$ cat src/rtl/ball_split_scheduler_if.sv
// Handshake bundle between the hit/collision logic, the ball split scheduler
// and the array of ball trajectory instances it loads.
interface ball_split_scheduler_if #(
  parameter int NUM_SLOTS = 8,
  parameter int SLOT_W    = 3
);
  logic                   startOfFrame;
  logic                   start_level;
  logic                   hit_valid;
  logic [SLOT_W-1:0]      hit_slot;
  logic [10:0]            hit_x;
  logic [10:0]            hit_y;
  logic                   hit_ready;
  logic                   load_valid;
  logic [SLOT_W-1:0]      load_slot;
  logic [10:0]            load_x;
  logic [10:0]            load_y;
  logic [10:0]            load_xspeed;
  logic [10:0]            load_yspeed;
  logic [1:0]             load_size;
  logic [NUM_SLOTS-1:0]   slot_active;
  logic [2*NUM_SLOTS-1:0] slot_size;
  logic                   overflow;
  logic                   all_cleared;

  // The scheduler side.
  modport slave (
    input  startOfFrame, start_level, hit_valid, hit_slot, hit_x, hit_y,
    output hit_ready, load_valid, load_slot, load_x, load_y, load_xspeed,
           load_yspeed, load_size, slot_active, slot_size, overflow, all_cleared
  );

  // The side that reports hits and consumes load commands.
  modport master (
    output startOfFrame, start_level, hit_valid, hit_slot, hit_x, hit_y,
    input  hit_ready, load_valid, load_slot, load_x, load_y, load_xspeed,
           load_yspeed, load_size, slot_active, slot_size, overflow, all_cleared
  );
endinterface

$ cat src/rtl/ball_split_scheduler.sv
// Spawns, splits and removes bouncing balls across a pool of trajectory slots,
// and reports when every ball of the level has been destroyed.
module ball_split_scheduler #(
  parameter int NUM_SLOTS    = 8,
  parameter int SLOT_W       = 3,
  parameter int MAX_SIZE     = 3,
  parameter int START_X      = 100,
  parameter int START_Y      = 50,
  parameter int START_XSPEED = 64,
  parameter int SPLIT_XSPEED = 96,
  parameter int SPLIT_YSPEED = 200
) (
  input  logic                 clk,
  input  logic                 reset,
  ball_split_scheduler_if.slave bus
);

  localparam logic [10:0] X0      = 11'(START_X);
  localparam logic [10:0] Y0      = 11'(START_Y);
  localparam logic [10:0] XS0     = 11'(START_XSPEED);
  localparam logic [10:0] XS_POS  = 11'(SPLIT_XSPEED);
  localparam logic [10:0] XS_NEG  = 11'(-SPLIT_XSPEED);
  localparam logic [10:0] YS_NEG  = 11'(-SPLIT_YSPEED);
  localparam logic [1:0]  SMALLEST = 2'(MAX_SIZE);

  typedef enum logic [2:0] {IDLE, SPAWN, RUN, LOAD_A, LOAD_B, KILL, CLEAR} state_t;

  state_t                 state_q, state_d;
  logic [NUM_SLOTS-1:0]   active_q, active_d;
  logic [2*NUM_SLOTS-1:0] size_q, size_d;
  logic [SLOT_W-1:0]      hslot_q, hslot_d;
  logic [10:0]            hx_q, hx_d;
  logic [10:0]            hy_q, hy_d;
  logic [1:0]             csize_q, csize_d;
  logic                   lvalid_q, lvalid_d;
  logic [SLOT_W-1:0]      lslot_q, lslot_d;
  logic [10:0]            lx_q, lx_d;
  logic [10:0]            ly_q, ly_d;
  logic [10:0]            lxs_q, lxs_d;
  logic [10:0]            lys_q, lys_d;
  logic [1:0]             lsize_q, lsize_d;
  logic                   ovf_q, ovf_d;
  logic                   clr_q, clr_d;

  logic                   hit_in_range;
  logic [SLOT_W:0]        hit_base;
  logic [1:0]             hit_size;
  logic                   free_found;
  logic [SLOT_W-1:0]      free_idx;
  logic [SLOT_W:0]        free_base;

  assign hit_in_range = {1'b0, bus.hit_slot} < (SLOT_W+1)'(NUM_SLOTS);
  assign hit_base     = {bus.hit_slot, 1'b0};
  assign hit_size     = size_q[hit_base +: 2];
  assign free_base    = {free_idx, 1'b0};

  // Lowest-index dead slot becomes the home of the second child.
  always_comb begin
    free_found = 1'b0;
    free_idx   = '0;
    for (int i = NUM_SLOTS - 1; i >= 0; i--) begin
      if (!active_q[i]) begin
        free_found = 1'b1;
        free_idx   = SLOT_W'(i);
      end
    end
  end

  always_comb begin
    state_d  = state_q;
    active_d = active_q;
    size_d   = size_q;
    hslot_d  = hslot_q;
    hx_d     = hx_q;
    hy_d     = hy_q;
    csize_d  = csize_q;
    lvalid_d = 1'b0;
    lslot_d  = lslot_q;
    lx_d     = lx_q;
    ly_d     = ly_q;
    lxs_d    = lxs_q;
    lys_d    = lys_q;
    lsize_d  = lsize_q;
    ovf_d    = 1'b0;
    clr_d    = 1'b0;

    unique case (state_q)
      IDLE: begin
        if (bus.start_level) begin
          state_d     = SPAWN;
          lvalid_d    = 1'b1;
          lslot_d     = '0;
          lx_d        = X0;
          ly_d        = Y0;
          lxs_d       = XS0;
          lys_d       = '0;
          lsize_d     = '0;
          active_d    = '0;
          active_d[0] = 1'b1;
          size_d      = '0;
        end
      end

      SPAWN: state_d = RUN;

      // Load outputs are registered, so child A is issued on the accepting edge.
      RUN: begin
        if (bus.hit_valid && hit_in_range && active_q[bus.hit_slot]) begin
          hslot_d = bus.hit_slot;
          hx_d    = bus.hit_x;
          hy_d    = bus.hit_y;
          if (hit_size == SMALLEST) begin
            state_d = KILL;
          end else begin
            state_d               = LOAD_A;
            csize_d               = hit_size + 2'd1;
            size_d[hit_base +: 2] = hit_size + 2'd1;
            lvalid_d              = 1'b1;
            lslot_d               = bus.hit_slot;
            lx_d                  = bus.hit_x;
            ly_d                  = bus.hit_y;
            lxs_d                 = XS_NEG;
            lys_d                 = YS_NEG;
            lsize_d               = hit_size + 2'd1;
          end
        end
      end

      LOAD_A: begin
        state_d = LOAD_B;
        if (free_found) begin
          lvalid_d               = 1'b1;
          lslot_d                = free_idx;
          lx_d                   = hx_q;
          ly_d                   = hy_q;
          lxs_d                  = XS_POS;
          lys_d                  = YS_NEG;
          lsize_d                = csize_q;
          active_d[free_idx]     = 1'b1;
          size_d[free_base +: 2] = csize_q;
        end else begin
          ovf_d = 1'b1;
        end
      end

      LOAD_B: state_d = RUN;

      KILL: begin
        active_d[hslot_q] = 1'b0;
        state_d           = (active_d == '0) ? CLEAR : RUN;
      end

      CLEAR: begin
        if (bus.startOfFrame) begin
          clr_d   = 1'b1;
          state_d = IDLE;
        end
      end

      default: state_d = IDLE;
    endcase
  end

  always_ff @(posedge clk) begin
    if (reset) begin
      state_q  <= IDLE;
      active_q <= '0;
      size_q   <= '0;
      hslot_q  <= '0;
      hx_q     <= '0;
      hy_q     <= '0;
      csize_q  <= '0;
      lvalid_q <= 1'b0;
      lslot_q  <= '0;
      lx_q     <= '0;
      ly_q     <= '0;
      lxs_q    <= '0;
      lys_q    <= '0;
      lsize_q  <= '0;
      ovf_q    <= 1'b0;
      clr_q    <= 1'b0;
    end else begin
      state_q  <= state_d;
      active_q <= active_d;
      size_q   <= size_d;
      hslot_q  <= hslot_d;
      hx_q     <= hx_d;
      hy_q     <= hy_d;
      csize_q  <= csize_d;
      lvalid_q <= lvalid_d;
      lslot_q  <= lslot_d;
      lx_q     <= lx_d;
      ly_q     <= ly_d;
      lxs_q    <= lxs_d;
      lys_q    <= lys_d;
      lsize_q  <= lsize_d;
      ovf_q    <= ovf_d;
      clr_q    <= clr_d;
    end
  end

  assign bus.hit_ready   = (state_q == RUN);
  assign bus.load_valid  = lvalid_q;
  assign bus.load_slot   = lslot_q;
  assign bus.load_x      = lx_q;
  assign bus.load_y      = ly_q;
  assign bus.load_xspeed = lxs_q;
  assign bus.load_yspeed = lys_q;
  assign bus.load_size   = lsize_q;
  assign bus.slot_active = active_q;
  assign bus.slot_size   = size_q;
  assign bus.overflow    = ovf_q;
  assign bus.all_cleared = clr_q;

endmodule
$ cat src/flat_wrapper.sv
// flat-port wrapper written by rule: the top's interface ports become plain ports
module ball_split_scheduler_flat 
#(
  parameter int NUM_SLOTS    = 8,
  parameter int SLOT_W       = 3,
  parameter int MAX_SIZE     = 3,
  parameter int START_X      = 100,
  parameter int START_Y      = 50,
  parameter int START_XSPEED = 64,
  parameter int SPLIT_XSPEED = 96,
  parameter int SPLIT_YSPEED = 200
)
  (clk, reset, bus_startOfFrame, bus_start_level, bus_hit_valid, bus_hit_slot, bus_hit_x, bus_hit_y, bus_hit_ready, bus_load_valid, bus_load_slot, bus_load_x, bus_load_y, bus_load_xspeed, bus_load_yspeed, bus_load_size, bus_slot_active, bus_slot_size, bus_overflow, bus_all_cleared);
  ball_split_scheduler_if #(.NUM_SLOTS(NUM_SLOTS), .SLOT_W(SLOT_W)) bus_i ();
  input  logic clk;
  input  logic reset;
  input wire logic [$bits(bus_i.startOfFrame)-1:0] bus_startOfFrame;
  input wire logic [$bits(bus_i.start_level)-1:0] bus_start_level;
  input wire logic [$bits(bus_i.hit_valid)-1:0] bus_hit_valid;
  input wire logic [$bits(bus_i.hit_slot)-1:0] bus_hit_slot;
  input wire logic [$bits(bus_i.hit_x)-1:0] bus_hit_x;
  input wire logic [$bits(bus_i.hit_y)-1:0] bus_hit_y;
  output wire logic [$bits(bus_i.hit_ready)-1:0] bus_hit_ready;
  output wire logic [$bits(bus_i.load_valid)-1:0] bus_load_valid;
  output wire logic [$bits(bus_i.load_slot)-1:0] bus_load_slot;
  output wire logic [$bits(bus_i.load_x)-1:0] bus_load_x;
  output wire logic [$bits(bus_i.load_y)-1:0] bus_load_y;
  output wire logic [$bits(bus_i.load_xspeed)-1:0] bus_load_xspeed;
  output wire logic [$bits(bus_i.load_yspeed)-1:0] bus_load_yspeed;
  output wire logic [$bits(bus_i.load_size)-1:0] bus_load_size;
  output wire logic [$bits(bus_i.slot_active)-1:0] bus_slot_active;
  output wire logic [$bits(bus_i.slot_size)-1:0] bus_slot_size;
  output wire logic [$bits(bus_i.overflow)-1:0] bus_overflow;
  output wire logic [$bits(bus_i.all_cleared)-1:0] bus_all_cleared;
  assign bus_i.startOfFrame = bus_startOfFrame;
  assign bus_i.start_level = bus_start_level;
  assign bus_i.hit_valid = bus_hit_valid;
  assign bus_i.hit_slot = bus_hit_slot;
  assign bus_i.hit_x = bus_hit_x;
  assign bus_i.hit_y = bus_hit_y;
  assign bus_hit_ready = bus_i.hit_ready;
  assign bus_load_valid = bus_i.load_valid;
  assign bus_load_slot = bus_i.load_slot;
  assign bus_load_x = bus_i.load_x;
  assign bus_load_y = bus_i.load_y;
  assign bus_load_xspeed = bus_i.load_xspeed;
  assign bus_load_yspeed = bus_i.load_yspeed;
  assign bus_load_size = bus_i.load_size;
  assign bus_slot_active = bus_i.slot_active;
  assign bus_slot_size = bus_i.slot_size;
  assign bus_overflow = bus_i.overflow;
  assign bus_all_cleared = bus_i.all_cleared;
  ball_split_scheduler #(.NUM_SLOTS(NUM_SLOTS), .SLOT_W(SLOT_W), .MAX_SIZE(MAX_SIZE), .START_X(START_X), .START_Y(START_Y), .START_XSPEED(START_XSPEED), .SPLIT_XSPEED(SPLIT_XSPEED), .SPLIT_YSPEED(SPLIT_YSPEED)) u_core (.clk(clk), .reset(reset), .bus(bus_i));
endmodule
$ cat config.mk
export PLATFORM = sky130hd
export DESIGN_NAME = ball_split_scheduler_flat
export DESIGN_NICKNAME = d
export VERILOG_FILES = /design/src/rtl/ball_split_scheduler_if.sv /design/src/rtl/ball_split_scheduler.sv /design/src/flat_wrapper.sv
export SDC_FILE = /design/constraint.sdc
export NUM_CORES = 1
export LEC_CHECK = 0
export ABC_AREA = 0
export CAP_MARGIN = 5
export CORE_UTILIZATION = 54
export CTS_CLUSTER_DIAMETER = 60
export DETAILED_ROUTE_END_ITERATION = 7
export PLACE_DENSITY_LB_ADDON = 0.25
export SLEW_MARGIN = 0
export SYNTH_ARGS = -nofsm -noshare
export SYNTH_HDL_FRONTEND = slang
export SYNTH_SLANG_ARGS = --single-unit
$ cat constraint.sdc
create_clock -name clk -period 9.4 [get_ports clk]
set_clock_uncertainty 0.15 [all_clocks]
set_input_delay 1.88 -clock clk [delete_from_list [all_inputs] [get_ports clk]]
set_output_delay 1.88 -clock clk [all_outputs]
set_load 0.02 [all_outputs]
# Word-level counts from Yosys, hierarchy flattened
# Cells that the tools add are included.
[word_totals] reg_bits=106 inputBits=30 out_inout_bits=77
[classes] n_addsub=3 magnitude_cmp=5 n_eq_ne=12 shifts=5 mux=75 n_bitwise=6 reduce_logical=15
[op_table] operator="$mux W11" count=16
[op_table] operator="$pmux W11 S3" count=4
[op_table] operator="$mux W16" count=4
[op_table] operator="$mux W3" count=17
[op_table] operator="$pmux W16 S3" count=1
[op_table] operator="$bwmux W16" count=2
[op_table] operator="$shift A2 B6 Y16 const A" count=2
[op_table] operator="$shiftx A2 B6 Y16" count=2
[op_table] operator="$pmux W8 S3" count=1
[op_table] operator="$pmux W3 S6" count=1
[op_table] operator="$mux W1" count=17
[op_table] operator="$mux W8" count=2
[op_table] operator="$shiftx A16 B5 Y2" count=1
[op_table] operator="$lt A3 B4 Y1 const B" count=3
[op_table] operator="$neg A4 Y6" count=2
[op_table] operator="$eq A3 B3 Y1 const B" count=3
[op_table] operator="$pmux W3 S3" count=1
[op_table] operator="$reduce_and A3 Y1" count=3
[op_table] operator="$and A8 B8 Y8" count=1
[op_table] operator="$logic_not A8 Y1" count=1
[op_table] operator="$mux W2" count=4
[op_table] operator="$not A8 Y8" count=1
[op_table] operator="$or A8 B8 Y8" count=1
[op_table] operator="$demux W1 S3" count=2
[op_table] operator="other kinds (17)" count=29

# Longest topological paths before layout
# Gate-level depths: netlist of the first run.
[logic_depth] depth_word=15 ltp_mapped=14 ltp_nobuf=12

# Least setup slack after synthesis of the first run
# Ideal clock, no wire load.
[synth_path] path_type="input port to flip-flop" startpoint="input bus_hit_slot[0]" endpoint="register u_core.size_q[4] (netlist: u_core.bus.slot_size[4])" setup_time_ps=119 arrival_ps=4222 t_required_ps=9131 slack_ps=4909 path_stages=13 n_path_buf=3 path_cell_list="buf_6 -> clkbuf_1 -> mux4_2 -> nand2_1 -> nand2_1 -> ha_1 -> nand2b_1 -> a21oi_1 -> nor3_1 -> o21a_1 -> clkbuf_1 -> o21ai_0 -> o221a_2"
[synth_between] elab_chain_cells=7 word_cells_on_any_way=16 classes_between="add/sub (2); eq/ne (3); shift (3); mux (6); reduce/logical (2)"
[synth_lines] item="from (decl)" line="flat_wrapper.sv:20" text="input wire logic [$bits(bus_i.hit_slot)-1:0] bus_hit_slot;"
[synth_lines] item="$shiftx A16 B5 Y2" line="ball_split_scheduler.sv:54" text="assign hit_size = size_q[hit_base +: 2];"
[synth_lines] item="$add A2 B1 Y2" line="ball_split_scheduler.sv:117" text="size_d[hit_base +: 2] = hit_size + 2'd1;"
[synth_lines] item="$shiftx A2 B6 Y16" line="ball_split_scheduler.sv:117"
[synth_lines] item="$bwmux W16" line="ball_split_scheduler.sv:117"
[synth_lines] item="$mux W16" line="ball_split_scheduler.sv:112" text="if (hit_size == SMALLEST) begin"
[synth_lines] item="$mux W16" line="ball_split_scheduler.sv:108" text="if (bus.hit_valid && hit_in_range && active_q[bus.hit_slot]) begin"
[synth_lines] item="$pmux W16 S3" line="ball_split_scheduler.sv:87" text="unique case (state_q)"
[synth_lines] item="to (signal assigned)" line="ball_split_scheduler.sv:185" text="size_q <= size_d;"
[synth_lines] item="to (decl)" line="ball_split_scheduler.sv:30" text="logic [2*NUM_SLOTS-1:0] size_q, size_d;"
# Parallel ways exist; a longest one is shown, timed or not. The select of a mux whose other input is x is not followed.
# A chain may end at the register's enable or synchronous reset.

# Worst setup path after layout of the first run
[layout_path] startpoint="input bus_hit_slot[0]" endpoint="register u_core.size_q[7] (netlist: u_core.bus.slot_size[7])"
# Same word-level chain as after synthesis.

==> impl_metrics.ini, run 1 <==
[status]
outcome = complete, no violations

[clock_network]
postCtsSetupBuffers = 0
clockBufferDepth = 2
cts_tree = yes
numCtsBuffers = 9
clk_pin_slew_ns = 0.09
postCtsHoldBufs = 0
cts_resized = 0
cts-root-buf = clkbuf_8
cts_sinks = 87
h-tree-depth = 3
clock_latency_ns = 0.36

[drt]
routed.top_layer = met4
drtPass1Iterations = 5
routed-wl-met3_um = 1027
routed_wirelength_um = 13030
drtIter0Drc = 416
drc = 0
vias = 4665
route.met2.wl_um = 6245
met1_length_um = 5514
postRouteAntennaNets = 0
wl_per_cell_um = 17.06
routed_via_density = 6.106

[sta]
rsz0062_at_grt = false
slew_headroom_pct = 32.03
finalSetupTns_ns = 0
setup_viol = 0
drv_slew = 0
post-route-period-util_pct = 63.34
tightest_slew_ns = 1.020
hold_slack_ns = 0.3104
period_needed_ns = 5.954
hold_violations = 0
max_freq_ghz = 0.1680

[finish]
multiInputGateArea_mm2 = 0.002721
drive_gt1_share_pct = 7.774
utilization_pct = 67.34
antennaDiodeCount = 0
fillCellCount = 732
nets = 690
fin_area_mm2 = 0.005844
regArea_mm2 = 0.001742
syn_to_final_growth_pct = 20.89
fin_cells = 764

[placed_design]
dp_hpwl_um = 8954
portBuffers = 96
gp_congestion = 0.9230
placed_area_mm2 = 0.005655
placedCellCount = 748

[floorplan]
fp-row-count = 34
initial_utilization_pct = 55.71
die_area_mm2 = 0.009335
ios = 107
die_h_um = 96.62
core_area_mm2 = 0.008678
die_w_um = 96.62

[global_route]
grt_pass1_vias = 4296
grt_max_degree = 82
antenna_found_initial = 0
gr-total-overflow = 0
grt_pass1_wl_um = 21180
grtUsageTotal_pct = 27.51

[power]
powerDensity_mw_per_mm2 = 178.3
leakage_nw = 1.986
peakVddDrop_uv = 94.59

[worst_setup_path]
critPathRequiredTime_ns = 9.51
critPathKind = input pin to register
reg2reg_depth = 10
path_max_fanout = 57
rrSetupSlack_ns = 5.72
worstPathArrival_ns = 6.07
reg2reg_from = u_core.bus.slot_size[6]$_SDFFE_PP0P_
reg2reg_to = u_core.bus.slot_size[7]$_SDFFE_PP0P_
setup.worst_path.end_class = register
startpoint_type = input pin

[synthesis]
synth_area_mm2 = 0.004835
yosysSeqAreaShare_pct = 36.02
syn_inst = 595
ys.flop_type = dfxtp_1
synth_area_per_cell_um2 = 8.125
synth_area_leader_cell = dfxtp_1
synth_area_leaders = dfxtp_1 36%, a21oi_1 6.9%, nand2_1 6.0%
async_flop_share_pct = 0
synth_edf_count = 0
yosysWarnings = 0
ys_types = 65
synth-seq-cells = 87
synth_top_area_share_pct = 36.02
synth.most_common_cell = dfxtp_1
ys_top_cells_by_count = 87 x dfxtp_1, 77 x nand2_1, 67 x a21oi_1, 53 x nor2_1, 27 x clkbuf_1

[worst_hold_path]
holdPathEnd = u_core.hy_q[8]$_SDFFE_PP0P_
worstHoldPathType = register to register
whs_path_depth = 2
hp-start = u_core.hy_q[8]$_SDFFE_PP0P_

[job]
max-cap-violations = 0
[sequential cells by signal, summed over array words and instances, names as in the netlist]
signal	cells
u_core.bus.overflow	1
u_core.bus.all_cleared	1
u_core.csize_q	2
u_core.bus.load_yspeed	1
u_core.bus.load_x	11
u_core.bus.slot_size	16
u_core.hx_q	11
u_core.hy_q	11
u_core.state_q	3
u_core.bus.slot_active	8
u_core.bus.load_xspeed	2
u_core.bus.load_size	2
u_core.bus.load_valid	1
u_core.hslot_q	3
u_core.bus.load_slot	3
u_core.bus.load_y	11
[final cells by class]
| cell class | instances | share of cell area, % |
|---|---|---|
| clock inverter | 6 | 0.8778 |
| clock buffer | 10 | 2.355 |
| inverter | 19 | 1.220 |
| tap | 108 | 2.312 |
| sequential | 87 | 29.80 |
| timing repair buffer | 100 | 16.87 |
| multi-input combinational | 434 | 46.56 |
[report_power, final]
part	internal, mW	leakage (nW)	switching (mW)
logic	0.139	1.19	0.210
registers	0.399	0.706	0.0382
clock network	0.107	0.0875	0.149
[routing by layer]
metal	GRT usage, %	vias to the layer above
met4	10.68	0
met5	0	-
met1	36.58	2187
met2	43.72	226
li1	-	2230
met3	5.853	22
[worst max-delay path by stage]
stage                          startpoint                                    end  slack (ns)  cells past startpoint
after floorplan           bus_hit_slot[0]   u_core.bus.slot_size[4]$_SDFFE_PP0P_        4.91                     13
after global placement    bus_hit_slot[0]   u_core.bus.slot_size[7]$_SDFFE_PP0P_        3.28                     11
after detailed placement  bus_hit_slot[0]  u_core.bus.slot_size[10]$_SDFFE_PP0P_        3.11                     11
after CTS                 bus_hit_slot[0]  u_core.bus.slot_size[10]$_SDFFE_PP0P_        3.47                     11
after global routing      bus_hit_slot[0]   u_core.bus.slot_size[2]$_SDFFE_PP0P_        3.07                     11
final                     bus_hit_slot[0]   u_core.bus.slot_size[7]$_SDFFE_PP0P_        3.45                     11
[kinds of logic after synthesis]
family | synth area share (%)
XOR/XNOR | 0.1812
buffers and inverters | 8.618
adder cells (fa/ha/maj) | 2.329
AND/OR/NAND/NOR | 20.94
multiplexers | 9.239
flip-flops | 36.02
other | 0.07757
AO/OA/AOI/OAI | 22.59
[worst max-delay path: stages]
cell and delay (ns):
clkdlybuf4s50_1 1.00, mux4_2 0.63, mux2i_4 0.24, inv_1 0.15
ha_1 0.29, nand2b_1 0.10, a21oi_1 0.06, nor3_1 0.25
o21a_2 0.88, o21ai_0 0.22, a221oi_1 0.35
[cells in the final DEF (no fill, tap or decap), types with 4 or more instances in the layout]
| cell | n |
|---|---|
| clkdlybuf4s50_1 | 95 |
| dfxtp_1 | 87 |
| nand2_1 | 77 |
| a21oi_1 | 67 |
| nor2_1 | 53 |
| nand3_1 | 26 |
| mux2i_1 | 24 |
| o21ai_0 | 20 |
| a22oi_1 | 18 |
| inv_1 | 17 |
| nor3_1 | 11 |
| conb_1 | 10 |
| clkbuf_8 | 10 |
| a221oi_1 | 9 |
| ha_1 | 9 |
| a311oi_1 | 8 |
| a31oi_1 | 7 |
| nor4_1 | 7 |
| o221a_2 | 7 |
| nand2b_1 | 5 |
| mux4_2 | 5 |
| mux2_2 | 5 |
| and2_1 | 5 |
| nand3b_1 | 5 |
| a211oi_1 | 5 |
| a21o_1 | 4 |
| buf_4 | 4 |
[through the flow]
stage | setup slack (ns) | power [mW]
after floorplan | 4.909 | 0.6794
final | 3.446 | 1.042
after detailed placement | 3.105 | 0.7919
after global routing | 3.075 | 1.097
after global placement | 3.284 | 0.7830
after CTS | 3.474 | 1.044
Note: power is estimated with default switching activity, not from simulation.
==> inputs of run 2 (changes only) <==
CORE_UTILIZATION = 46   (was 54)
clock period = 5.4 ns   (was 9.4 ns; I/O delays follow)
==> run 2 against run 1 <==
Register-to-register slack got worse by 4.0 ns. Count of clock-buffer cells in the layout is the same. Core utilization decreased by 9.3 points. Critical path type unchanged.
==> impl_metrics.ini, run 2 (same netlist as run 1, synthesis figures left out) <==
[finish]
antennaDiodeCount = 0
final_cell_mix = 95 x clkdlybuf4s50_1, 87 x dfxtp_1, 77 x nand2_1
syn_to_final_growth_pct = 23.34
fillCellCount = 948
regArea_mm2 = 0.001742
fin_area_mm2 = 0.005963
largest_reg_flops = 16
final_common_cell = clkdlybuf4s50_1
drive_gt1_share_pct = 8.472
multiInputGateArea_mm2 = 0.002721
nets = 695

[global_route]
gr-total-overflow = 0
grt_pass1_vias = 4440
grt_max_degree = 63
use_met3_pct = 5.451
grtUsageTotal_pct = 25.18
busiest_layer = met2
antenna_found_initial = 0
grt_use_met1_pct = 32.28
met2_usage_pct = 41.86
grt_pass1_wl_um = 22240

[clock_network]
clock_latency_ns = 0.35
numCtsBuffers = 9
postCtsHoldBufs = 0
cts_tree = yes
cts-root-buf = clkbuf_8
h-tree-depth = 3
cts_sinks = 87
postCtsSetupBuffers = 0
clockBufferDepth = 2
clk_pin_slew_ns = 0.10
cts_resized = 0

[worst_setup_path]
crit_path_cell_trace = clkdlybuf4s50_1 -> mux4_2 -> mux2i_4 -> inv_1 -> ha_1 -> nand2b_1 -> a21oi_1 -> nor3_1 -> o21a_2 -> buf_4 -> nor2_1 -> a311oi_1
critPathRequiredTime_ns = 5.50
critical-path-max-stage-delay_ns = 0.79
critPathKind = input pin to register
worstPathArrival_ns = 4.74
path_max_fanout = 27
startpoint_type = input pin
setup.worst_path.end_class = register
critical_path.slowest_cell = clkdlybuf4s50_1

[floorplan]
fp-row-count = 37
core_area_mm2 = 0.01028
ios = 107
die_area_mm2 = 0.01092
die_h_um = 104.5
die_w_um = 104.5
initial_utilization_pct = 47.04

[worst_hold_path]
worstHoldPathType = register to register

[drt]
routed_wirelength_um = 13640
routed_via_density = 5.867
drc = 0
drtIter0Drc = 349
wl_per_cell_um = 17.12
vias = 4676
postRouteAntennaNets = 0
drtPass1Iterations = 7

[sta]
slew_headroom_pct = 22.77
max_freq_ghz = 0.2159
finalSetupTns_ns = 0
hold_violations = 0
post-route-period-util_pct = 85.79
setup_viol = 0
tightest_slew_ns = 1.158
drv_slew = 0
rsz0062_at_grt = false
period_needed_ns = 4.633
finalWorstSetupSlack_ns = 0.7673

[status]
outcome = complete, no violations

[placed_design]
dp_worst_setup_slack_ns = 0.4618
portBuffers = 96
gp_congestion = 0.9194
dp_hpwl_um = 9417
placed_area_mm2 = 0.005728

[job]
max-cap-violations = 0

[power]
powerDensity_mw_per_mm2 = 321.6
fin_total_pwr_mw = 1.918
peakVddDrop_uv = 162.1
leakage_nw = 2.042
-- run 2: cell types whose count changed in the layout (fill, tap and decap cells not counted), sizes merged --
cell	change
buf	+5
clkinvlp	-3
clkinv	+1
bufinv	+2
-- run 2: through the flow --
step | util (%) | hold WS (ns) | instances
after CTS | 58.02 | 0.3120 | 797
after global routing | 58.02 | 0.3302 | 797
after floorplan | - | 0.2860 | 604
after global placement | 55.73 | 0.2916 | 781
final | 58.02 | 0.3122 | 797
after detailed placement | 55.73 | 0.2989 | 781
-- run 2: path summary, 6_finish.rpt --
kind	startpoint	endpoint	slack (ns)	cells after the start
worst max register to register	u_core.bus.slot_active[2]$_SDFFE_PP0P_	u_core.bus.slot_size[8]$_SDFFE_PP0P_	1.73	11
worst min register to register	u_core.hx_q[6]$_SDFFE_PP0P_	u_core.hx_q[6]$_SDFFE_PP0P_	0.31	2
worst min-delay path	u_core.hx_q[6]$_SDFFE_PP0P_	u_core.hx_q[6]$_SDFFE_PP0P_	0.31	2
worst max-delay path	bus_hit_slot[0]	u_core.bus.load_x[2]$_SDFFE_PP0P_	0.77	12
-- run 2: worst max-delay path: cells and delay by family --
family	cells	cell delay, ns
multiplexers	2	0.86
buffers and inverters	3	1.28
adder cells (fa/ha/maj)	1	0.30
AO/OA/AOI/OAI	3	0.78
AND/OR/NAND/NOR	3	0.43
-- run 2: final cells by class --
cell class / instances / area share (%)
Multi-Input combinational cell: 434 / 45.64
Sequential cell: 87 / 29.21
Timing Repair Buffer: 105 / 17.16
Tap cell: 136 / 2.854
Clock buffer: 10 / 2.308
Clock inverter: 6 / 1.637
Inverter: 19 / 1.196
-- run 2: where the power goes --
| group | total, mW | switching [mW] | internal [mW] |
|---|---|---|---|
| combinational | 0.621 | 0.369 | 0.252 |
| clock | 0.529 | 0.249 | 0.281 |
| sequential | 0.768 | 0.0732 | 0.695 |
| total | 1.92 | 0.691 | 1.23 |
-- run 2: metal layers --
metal  up-vias  wire length (um)  part of all wire (%)
met2       233              6409                    47
met3        30              1106                   8.1
met4         0               287                   2.1
li1       2233                 -                     -
met1      2180              5841                    43
met5         -                 0                     0
